--- src/rtl/dadda_mult_3_2.sv ---
// ---------------------------------------------------------------------------
// dadda_mult_3_2
//   Registered unsigned 4x4 -> 8 multiplier. The partial products go through
//   a Dadda reduction tree of full adders (3:2 counters) and half adders
//   (2:2 counters). A ripple-carry adder built from the same cells then sums
//   the two remaining rows. A valid flag travels alongside the data.
//
//   Ports:
//     clk       in   1  rising-edge clock
//     rst_n     in   1  synchronous active-low reset
//     in_valid  in   1  a/b hold an operand pair this cycle
//     a         in   4  multiplicand, unsigned
//     b         in   4  multiplier, unsigned
//     product   out  8  a*b, exact
//     out_valid out  1  product belongs to a valid operand pair
//
//   Build option:
//     DADDA_INPUT_REG_EN  adds an input register stage on a, b and in_valid.
//                         Latency goes from 1 to 2 cycles; throughput and
//                         results are unchanged.
// ---------------------------------------------------------------------------

// 3:2 counter
module dadda_fa (
    input  logic i_x,
    input  logic i_y,
    input  logic i_z,
    output logic o_s,
    output logic o_c
);
    assign o_s = i_x ^ i_y ^ i_z;
    assign o_c = (i_x & i_y) | (i_x & i_z) | (i_y & i_z);
endmodule

// 2:2 counter
module dadda_ha (
    input  logic i_x,
    input  logic i_y,
    output logic o_s,
    output logic o_c
);
    assign o_s = i_x ^ i_y;
    assign o_c = i_x & i_y;
endmodule

module dadda_mult_3_2 (
    input  logic       clk,
    input  logic       rst_n,
    input  logic       in_valid,
    input  logic [3:0] a,
    input  logic [3:0] b,
    output logic [7:0] product,
    output logic       out_valid
);
    logic [3:0] w_a;
    logic [3:0] w_b;
    logic       w_vld;

`ifdef DADDA_INPUT_REG_EN
    logic [3:0] r_a;
    logic [3:0] r_b;
    logic       r_vld;

    always_ff @(posedge clk) begin
        if (!rst_n) begin
            r_a   <= '0;
            r_b   <= '0;
            r_vld <= 1'b0;
        end else begin
            r_a   <= a;
            r_b   <= b;
            r_vld <= in_valid;
        end
    end

    assign w_a   = r_a;
    assign w_b   = r_b;
    assign w_vld = r_vld;
`else
    assign w_a   = a;
    assign w_b   = b;
    assign w_vld = in_valid;
`endif

    // w_pp[i][j] = a[i] & b[j], weight 2^(i+j)
    logic [3:0][3:0] w_pp;

    generate
        for (genvar gi = 0; gi < 4; gi++) begin : g_ppi
            for (genvar gj = 0; gj < 4; gj++) begin : g_ppj
                assign w_pp[gi][gj] = w_a[gi] & w_b[gj];
            end
        end
    endgenerate

    // Stage 1 brings every column down to height 3. Columns 3 and 4 each lose
    // one bit through a half adder. The carry from column 4 raises column 5 to 3.
    logic w_s1_3, w_c1_3, w_s1_4, w_c1_4;

    dadda_ha u_s1_c3 (.i_x(w_pp[3][0]), .i_y(w_pp[2][1]), .o_s(w_s1_3), .o_c(w_c1_3));
    dadda_ha u_s1_c4 (.i_x(w_pp[3][1]), .i_y(w_pp[2][2]), .o_s(w_s1_4), .o_c(w_c1_4));

    // Stage 2 brings every column down to height 2. Each carry lands in the
    // next column, so columns 3..5 need a full adder to absorb it.
    logic w_s2_2, w_c2_2, w_s2_3, w_c2_3, w_s2_4, w_c2_4, w_s2_5, w_c2_5;

    dadda_ha u_s2_c2 (.i_x(w_pp[2][0]), .i_y(w_pp[1][1]),
                      .o_s(w_s2_2), .o_c(w_c2_2));
    dadda_fa u_s2_c3 (.i_x(w_s1_3), .i_y(w_pp[1][2]), .i_z(w_pp[0][3]),
                      .o_s(w_s2_3), .o_c(w_c2_3));
    dadda_fa u_s2_c4 (.i_x(w_s1_4), .i_y(w_pp[1][3]), .i_z(w_c1_3),
                      .o_s(w_s2_4), .o_c(w_c2_4));
    dadda_fa u_s2_c5 (.i_x(w_pp[3][2]), .i_y(w_pp[2][3]), .i_z(w_c1_4),
                      .o_s(w_s2_5), .o_c(w_c2_5));

    // The two remaining rows cover columns 1..6. Column 0 is a single bit.
    logic [6:1] w_row0;
    logic [6:1] w_row1;
    logic [6:1] w_sum;
    logic [7:2] w_cy;     // w_cy[k] = carry into column k

    assign w_row0 = {w_pp[3][3], w_s2_5, w_s2_4, w_s2_3, w_s2_2, w_pp[1][0]};
    assign w_row1 = {w_c2_5,     w_c2_4, w_c2_3, w_c2_2, w_pp[0][2], w_pp[0][1]};

    dadda_ha u_cpa_c1 (.i_x(w_row0[1]), .i_y(w_row1[1]), .o_s(w_sum[1]), .o_c(w_cy[2]));

    generate
        for (genvar gk = 2; gk <= 6; gk++) begin : g_cpa
            dadda_fa u_fa (.i_x(w_row0[gk]), .i_y(w_row1[gk]), .i_z(w_cy[gk]),
                           .o_s(w_sum[gk]), .o_c(w_cy[gk+1]));
        end
    endgenerate

    logic [7:0] w_prod;
    assign w_prod = {w_cy[7], w_sum, w_pp[0][0]};

    logic [7:0] r_product;
    logic       r_out_valid;

    // product is loaded every cycle. in_valid only qualifies it.
    always_ff @(posedge clk) begin
        if (!rst_n) begin
            r_product   <= '0;
            r_out_valid <= 1'b0;
        end else begin
            r_product   <= w_prod;
            r_out_valid <= w_vld;
        end
    end

    assign product   = r_product;
    assign out_valid = r_out_valid;
endmodule

--- config.mk ---
export PLATFORM = sky130hd
export DESIGN_NAME = dadda_mult_3_2
export DESIGN_NICKNAME = d
export VERILOG_FILES = /design/src/rtl/dadda_mult_3_2.sv
export SDC_FILE = /design/constraint.sdc
export NUM_CORES = 1
export LEC_CHECK = 0
export ABC_AREA = 1
export ABC_CLOCK_PERIOD_IN_PS = 4900
export BUFFER_PORTS_ARGS = -buffer_cell sky130_fd_sc_hd__clkbuf_2
export CAP_MARGIN = 20
export CORE_AREA = 2 2 39 41
export CTS_CLUSTER_DIAMETER = 50
export DETAILED_ROUTE_END_ITERATION = 7
export DIE_AREA = 0 0 41 43
export PLACE_DENSITY = 0.7
export SYNTH_ARGS = -nofsm -noshare
export SYNTH_HDL_FRONTEND = slang
export SYNTH_HIERARCHICAL = 1
export SYNTH_SLANG_ARGS = --single-unit
--- constraint.sdc ---
create_clock -name clk -period 4.9 [get_ports clk]
set_input_delay 0.98 -clock clk [delete_from_list [all_inputs] [get_ports clk]]
set_output_delay 0.98 -clock clk [all_outputs]
set_load 0.01 [all_outputs]
==> impl_metrics.env, run 1 <==
export IMPL_period_share_pct=73.5
export IMPL_synth_xor_area_share_pct=0
export IMPL_first_global_vias=404
export IMPL_power_density_nw_per_um2=263
export IMPL_die_w_um=41
export IMPL_drc_errors=0
export IMPL_mostFrequentLayoutCells="nand2_1, inv_1, clkbuf_2, dfxtp_1, fa_1"
export IMPL_p_leak_nw=0.525
export IMPL_cts_root_buf="clkbuf_4"
export IMPL_criticalPathCategory="primary input to flop"
export IMPL_diodes=0
export IMPL_cts_resized=0
export IMPL_gp_congestion=0.795
export IMPL_dp_cells=105
export IMPL_critPathTopFamily="adder cells"
export IMPL_synth_fa_ha_area_share_pct=35.7
export IMPL_crit_chain="clkbuf_2 -> nand2_1 -> inv_1 -> ha_1 -> fa_1 -> fa_1 -> fa_1 -> fa_1 -> fa_1 -> nand2_1 -> inv_1"
export IMPL_cts_clk_slew_worst_paths_ns=0.06
export IMPL_overflow=0
export IMPL_fin_cells=109
export IMPL_setup_violations=0
export IMPL_ys_types=8
export IMPL_ir_worst_vdd_mv=0.0883
export IMPL_rsz0062_at_grt="no"
export IMPL_wl_per_cell_um=7.64
export IMPL_final_antenna_net_count=0
export IMPL_post_cts_buffers=0
export IMPL_status="completed"
export IMPL_hold_violations=0
export IMPL_power_frac_seq_pct=44.0
export IMPL_slew_headroom_pct=87.8
export IMPL_cts_hold_buf=0
export IMPL_synth_mux_area_share_pct=0
export IMPL_vias_per_cell=4.10
export IMPL_max_freq_mhz=277
export IMPL_crit_path_max_fanout=4
export IMPL_worstMarginPinSlew_ns=0.184
export IMPL_drive_gt1_share_pct=25.8
export IMPL_met2_usage_pct=18.4
export IMPL_crit_required_ns=5.06
export IMPL_clkPwrFrac_pct=29.4
export IMPL_dp_hpwl_um=748
export IMPL_yosys_warnings=6
export IMPL_grt_util_met3_pct=1.57
export IMPL_io_buffers=19
export IMPL_ys_seq_elements=9
export IMPL_core_region_area_sq_um=1380
export IMPL_max_stage_delay_ns=0.51
export IMPL_via_count=447
export IMPL_critPathArrivalTime_ns=3.76
export IMPL_power_switching_uw=53.9
export IMPL_synth_compound_area_share_pct=0
export IMPL_top_level_ports=20
export IMPL_internal_power_uw=135
export IMPL_rows=14
export IMPL_grt_pass1_wl_um=1480
export IMPL_yosysSeqAreaShare_pct=30.6
export IMPL_synth_simple_area_share_pct=16.4
export IMPL_drtIter0Drc=15
export IMPL_clockBufferDepth=2
export IMPL_hp_class="primary input to flop"
export IMPL_grt_busiest_layer="met2"
export IMPL_die_y_um=43
export IMPL_slew_violations=0
export IMPL_synth_area_per_cell_sq_um=8.28
export IMPL_switching_share_pct=28.5
export IMPL_syn_nets=94
export IMPL_worstSetupEndpointType="flop"
export IMPL_syn2layout_area_growth_pct=22.1
export IMPL_grt_max_degree=10
export IMPL_antenna_found_initial=0
export IMPL_fin_nets=117
export IMPL_crit_top_cell="fa_1"
export IMPL_crit_slowest_cell="fa_1"
export IMPL_cts_sinks=9
export IMPL_htree_levels=1
export IMPL_grtUsageMet1_pct=15.9
export IMPL_numCtsBuffers=3
export IMPL_wl_um=833
export IMPL_synth_area_sq_um=588
export IMPL_drv_cap=0
export IMPL_drt_pass1_iterations=4
export IMPL_initial_core_util_pct=42.5
export IMPL_min_period_ns=3.60
export IMPL_synth_top_family_by_area="adder cells"
export IMPL_dieArea_sq_um=1760
export IMPL_power_frac_comb_pct=26.6
export IMPL_critPathBufInv=3
export IMPL_syn_inst=71
export IMPL_cts_tree="built"
export IMPL_gr_usage_all_layers_pct=12.7
export IMPL_fin_tns_setup_ns=0
export IMPL_worstSetupStartpointType="primary input"
export IMPL_final_common_cell="nand2_1"
metal layers:
metal  up-vias  part of all wire (%)
met5         -                     0
met4         0                   1.8
met3         2                   5.6
met2        14                    51
met1       196                    41
li1        235                     -
through the flow:
stage	instance area, sq um	total power, mW	util (%)	hold slack, ns	worst slack [ns]
final	718	0.189	51.9	0.905	1.30
after global routing	718	0.207	51.9	0.909	1.17
after floorplan	588	0.119	-	1.08	1.21
after global placement	692	0.134	50.0	1.16	1.04
after CTS	718	0.193	51.9	0.896	1.29
after detailed placement	692	0.136	50.0	1.17	0.998
power by group through the flow:
stage | registers (mW) | clock network (mW) | logic [mW]
2_1_floorplan | 0.0894 | 0 | 0.0293
3_3_place_gp | 0.0846 | 0 | 0.0498
3_5_place_dp | 0.0848 | 0 | 0.0516
4_1_cts | 0.0831 | 0.0587 | 0.0516
5_1_grt | 0.0841 | 0.0628 | 0.0603
6_report | 0.0830 | 0.0556 | 0.0503
cell families (layout without fill, tap and decap cells):
logic type | count (synthesis) | count (layout)
buffers and inverters | 25 | 47
AND/OR/NAND/NOR | 25 | 25
flip-flops | 9 | 9
adder cells (fa/ha/maj) | 12 | 12
cells in the mapped netlist, drive strengths merged:
library cell   n  share of area [%]
nor2           1                1.1
nand2         24                 15
ha             4                8.5
inv           24                 15
dfxtp          9                 31
fa             8                 27
buf            1                1.9
registers in the layout, indices dropped and copies added, names as in the netlist:
signal     cells
out_valid      1
product        8
path summary, 6_finish.rpt:
path	startpoint	to	slack, ns	cells past startpoint
max	b[0]	product[6]	1.30	11
min	in_valid	out_valid	0.91	3
area by class of cell:
class | instances | area, sq um
Timing Repair Buffer | 19 | 95.1
Sequential cell | 9 | 180
Tap cell | 16 | 20.0
Fill cell | 153 | 666
Inverter | 24 | 90.1
Multi-Input combinational cell | 37 | 307
Clock buffer | 4 | 26.3
Power figures use the tool's default switching activity.
==> run 2: changes to the inputs <==
- ABC_CLOCK_PERIOD_IN_PS: 4900 -> 3000
- CORE_AREA: 2 2 39 41 -> default
- CORE_MARGIN: default -> 2
- CORE_UTILIZATION: default -> 42
- DIE_AREA: 0 0 41 43 -> default
- PLACE_DENSITY: 0.7 -> 0.69
- clock period: 4.9 -> 3 ns (I/O delays scaled with it)
==> impl_metrics.env, run 2 (same netlist as run 1, synthesis figures left out) <==
export IMPL_status="completed"
export IMPL_rows=13
export IMPL_fin_ws_ns=0.0588
export IMPL_numCtsBuffers=3
export IMPL_first_global_vias=451
export IMPL_hold_slack_ns=0.531
export IMPL_wl_um=890
export IMPL_grt_max_degree=10
export IMPL_worstSetupStartpointType="primary input"
export IMPL_rsz0062_at_grt="yes"
export IMPL_fin_tns_setup_ns=0
export IMPL_power_density_nw_per_um2=408
export IMPL_core_region_area_sq_um=1300
export IMPL_top_level_ports=20
export IMPL_mostFrequentLayoutCells="nand2_1, inv_1, clkbuf_2, dfxtp_1, buf_4"
export IMPL_die_y_um=41.4
export IMPL_antenna_found_initial=0
export IMPL_max_stage_delay_ns=0.43
export IMPL_final_antenna_net_count=0
export IMPL_gr_usage_all_layers_pct=12.8
export IMPL_min_period_ns=2.94
export IMPL_htree_levels=1
export IMPL_cts_root_buf="clkbuf_4"
export IMPL_wl_per_cell_um=7.88
export IMPL_drive_gt1_share_pct=34.7
export IMPL_setup_violations=0
export IMPL_grt_pass1_wl_um=1640
export IMPL_die_w_um=41.4
export IMPL_power_frac_comb_pct=29.0
export IMPL_vias_per_cell=4.17
export IMPL_cts_sinks=9
export IMPL_crit_path_max_fanout=4
export IMPL_final_common_cell="nand2_1"
export IMPL_placed_cell_area_sq_um=738
export IMPL_clkPwrFrac_pct=28.2
export IMPL_final_util_pct=59.7
export IMPL_crit_top_cell="fa_2"
export IMPL_max_freq_mhz=340
export IMPL_multi_input_area_sq_um=329
export IMPL_dp_hpwl_um=803
export IMPL_clockBufferDepth=2
export IMPL_hp_class="primary input to flop"
export IMPL_ir_worst_vdd_mv=0.162
export IMPL_switching_share_pct=28.2
export IMPL_dieArea_sq_um=1720
export IMPL_worstSetupEndpointType="flop"
export IMPL_power_frac_seq_pct=42.8
export IMPL_initial_core_util_pct=45.2
export IMPL_overflow=0
export IMPL_critPathArrivalTime_ns=3.10
export IMPL_diodes=0
export IMPL_slew_violations=0
export IMPL_crit_chain="clkbuf_2 -> nand2_1 -> inv_1 -> ha_4 -> fa_1 -> fa_2 -> fa_2 -> fa_2 -> fa_1 -> nand2_1 -> inv_1"
export IMPL_drc_errors=0
export IMPL_syn2layout_area_growth_pct=32.1
export IMPL_io_buffers=19
export IMPL_internal_power_uw=227
export IMPL_stdcell_area_sq_um=777
export IMPL_pre_cts_ws_ns=-0.255
export IMPL_cts_tree="built"
export IMPL_fill_cells=120
export IMPL_period_share_pct=98.0
export IMPL_crit_required_ns=3.15
export IMPL_drt_pass1_iterations=3
export IMPL_via_count=471
export IMPL_power_switching_uw=89.5
export IMPL_gp_congestion=0.749
export IMPL_cts_hold_buf=0
export IMPL_cts_clk_slew_worst_paths_ns=0.06
export IMPL_regArea_sq_um=180
export IMPL_crit_slowest_cell="fa_1"
export IMPL_drtIter0Drc=1
export IMPL_drv_cap=0
export IMPL_hold_violations=0
export IMPL_largest_reg_flops=8
export IMPL_p_leak_nw=0.542
export IMPL_slew_headroom_pct=87.6
export IMPL_worstMarginPinSlew_ns=0.185
export IMPL_criticalPathCategory="primary input to flop"
export IMPL_fin_nets=122
==> run 2: changes by cell type in the layout (fill, tap and decap cells not counted), sizes merged <==
| cell | previous run | this run |
|---|---|---|
| buf | 0 | 5 |
==> run 2: repair_timing <==
action	CTS	global route
endpoints found under the setup margin	0	2
resized for setup	0	1
setup buffers	0	0
==> run 2: power by group through the flow <==
stage	Clock, mW	Combinational, mW	Sequential, mW
floorplan	0	0.0492	0.146
global placement	0	0.0881	0.138
detailed placement	0	0.0912	0.138
CTS	0.0938	0.0918	0.136
global route	0.101	0.106	0.136
finish	0.0894	0.0918	0.135
==> run 2: critical path, delay by kind of cell <==
family	cells	cell delay, ns
adder cells (fa/ha/maj)	6	2.16
buffers and inverters	3	0.19
AND/OR/NAND/NOR	2	0.13
==> run 2: layer usage <==
metal	GRT usage, %	share of wire, %
met4	11.6	4.3
met1	13.4	43
met3	2.61	4.0
met2	21.3	49
met5	0	0
==> run 2: final cells by class <==
class | instances | share of cell area (%)
Tap cell | 15 | 2.42
Timing Repair Buffer | 24 | 17.1
Multi-Input combinational cell | 37 | 42.4
Clock buffer | 4 | 3.38
Sequential cell | 9 | 23.2
Inverter | 24 | 11.6
==> run 2: path summary, 6_finish.rpt <==
kind	startpoint	to	slack [ns]	cells past startpoint
worst max-delay path	b[1]	product[6]	0.06	11
worst min-delay path	in_valid	out_valid	0.53	3
==> run 2: through the flow <==
step / std cells / power, mW
2_1_floorplan: 71 / 0.195
3_3_place_gp: 109 / 0.226
3_5_place_dp: 109 / 0.229
4_1_cts: 113 / 0.321
5_1_grt: 113 / 0.344
6_report: 113 / 0.317
==> run 3: changes to the inputs <==
- CELL_PAD_IN_SITES_DETAIL_PLACEMENT: default -> 0
- CELL_PAD_IN_SITES_GLOBAL_PLACEMENT: default -> 1
- CORE_UTILIZATION: 42 -> 30
==> impl_metrics.env, run 3 (same netlist as run 1, synthesis figures left out) <==
export IMPL_worstMarginPinSlew_ns=0.177
export IMPL_dp_hpwl_um=839
export IMPL_htree_levels=1
export IMPL_total_power_uw=319
export IMPL_antenna_found_initial=0
export IMPL_vias_per_cell=3.77
export IMPL_drive_gt1_share_pct=39.0
export IMPL_worstSetupEndpointType="flop"
export IMPL_hp_class="primary input to flop"
export IMPL_stdcell_area_sq_um=821
export IMPL_die_w_um=48.3
export IMPL_fin_cells=127
export IMPL_dieArea_sq_um=2330
export IMPL_gp_congestion=0.759
export IMPL_cts_sinks=9
export IMPL_core_region_area_sq_um=1900
export IMPL_slew_headroom_pct=88.2
export IMPL_grt_max_degree=10
export IMPL_largest_reg_flops=8
export IMPL_fin_ws_ns=0.0492
export IMPL_period_share_pct=98.4
export IMPL_fin_nets=124
export IMPL_max_freq_mhz=339
export IMPL_numCtsBuffers=3
export IMPL_cts_root_buf="clkbuf_4"
export IMPL_dp_cells=123
export IMPL_first_global_vias=432
export IMPL_criticalPathCategory="primary input to flop"
export IMPL_diodes=0
export IMPL_hold_violations=0
export IMPL_critPathArrivalTime_ns=3.10
export IMPL_mostFrequentLayoutCells="nand2_1, inv_1, clkbuf_2, dfxtp_1, buf_4"
export IMPL_top_level_ports=20
export IMPL_drt_pass1_iterations=2
export IMPL_die_y_um=48.3
export IMPL_power_density_nw_per_um2=389
export IMPL_initial_core_util_pct=30.9
export IMPL_placed_cell_area_sq_um=768
export IMPL_io_buffers=19
export IMPL_ir_worst_vdd_mv=0.145
export IMPL_wl_um=936
export IMPL_wl_per_cell_um=7.37
export IMPL_pre_cts_ws_ns=-0.265
export IMPL_drc_errors=0
export IMPL_min_period_ns=2.95
export IMPL_gr_usage_all_layers_pct=9.58
export IMPL_slew_violations=0
export IMPL_crit_required_ns=3.15
export IMPL_syn2layout_area_growth_pct=39.6
export IMPL_worstSetupStartpointType="primary input"
export IMPL_via_count=479
export IMPL_rows=16
export IMPL_cts_tree="built"
export IMPL_final_antenna_net_count=0
export IMPL_drv_cap=0
export IMPL_status="completed"
export IMPL_p_leak_nw=0.553
export IMPL_drtIter0Drc=1
export IMPL_crit_path_max_fanout=4
export IMPL_overflow=0
export IMPL_grt_pass1_wl_um=1540
export IMPL_cts_clk_slew_worst_paths_ns=0.06
export IMPL_clockBufferDepth=2
export IMPL_setup_violations=0
export IMPL_rsz0062_at_grt="yes"
export IMPL_cts_hold_buf=0
==> run 3: routing by layer <==
| metal | vias up | track usage (%) | routed length [um] |
|---|---|---|---|
| met5 | - | 0 | 0 |
| met4 | 0 | 3.24 | 0 |
| met3 | 0 | 3.33 | 38 |
| met2 | 16 | 17.4 | 461 |
| met1 | 213 | 10.2 | 436 |
| li1 | 250 | - | - |
==> run 3: final cells by class <==
class,count,area [sq um]
flip-flops and latches,9,180
multi-input cells,37,334
inverters,24,90.1
well taps,27,33.8
clock buffers,4,26.3
fillers,207,1080
repair buffers,26,156
==> run 3: path summary, 6_finish.rpt <==
check	start	endpoint	slack [ns]	cells after the start
worst max-delay path	b[0]	product[6]	0.05	11
worst min-delay path	in_valid	out_valid	0.54	3
==> run 3: critical path: stages <==
cell and delay [ns]:
clkbuf_8 0.12, nand2_2 0.04, inv_1 0.06, ha_4 0.24, fa_1 0.46, fa_2 0.36
fa_2 0.34, fa_2 0.34, fa_1 0.42, nand2_1 0.07, inv_1 0.04
==> run 3: through the flow <==
step                      util, %  hold WS, ns  setup TNS [ns]
after detailed placement     40.4        0.792          -0.475
after CTS                    42.2        0.530               0
after global placement       40.4        0.788          -0.423
final                        43.2        0.536               0
after global routing         43.2        0.521         -0.0277
after floorplan                 -        0.698         -0.0615
==> run 3: timing repair <==
item                       CTS  global route
setup endpoints to repair    1             2
setup buffers                0             0
pin swaps                    0             0
gates resized for setup      1             5
==> run 3: report_power, final <==
| group | internal (mW) | leakage (nW) | total, mW | switching (mW) |
|---|---|---|---|---|
| clock | 0.0509 | 0.0150 | 0.0873 | 0.0365 |
| sequential | 0.133 | 0.0745 | 0.136 | 0.00283 |
| combinational | 0.0464 | 0.463 | 0.0960 | 0.0496 |
| total | 0.230 | 0.553 | 0.319 | 0.0889 |
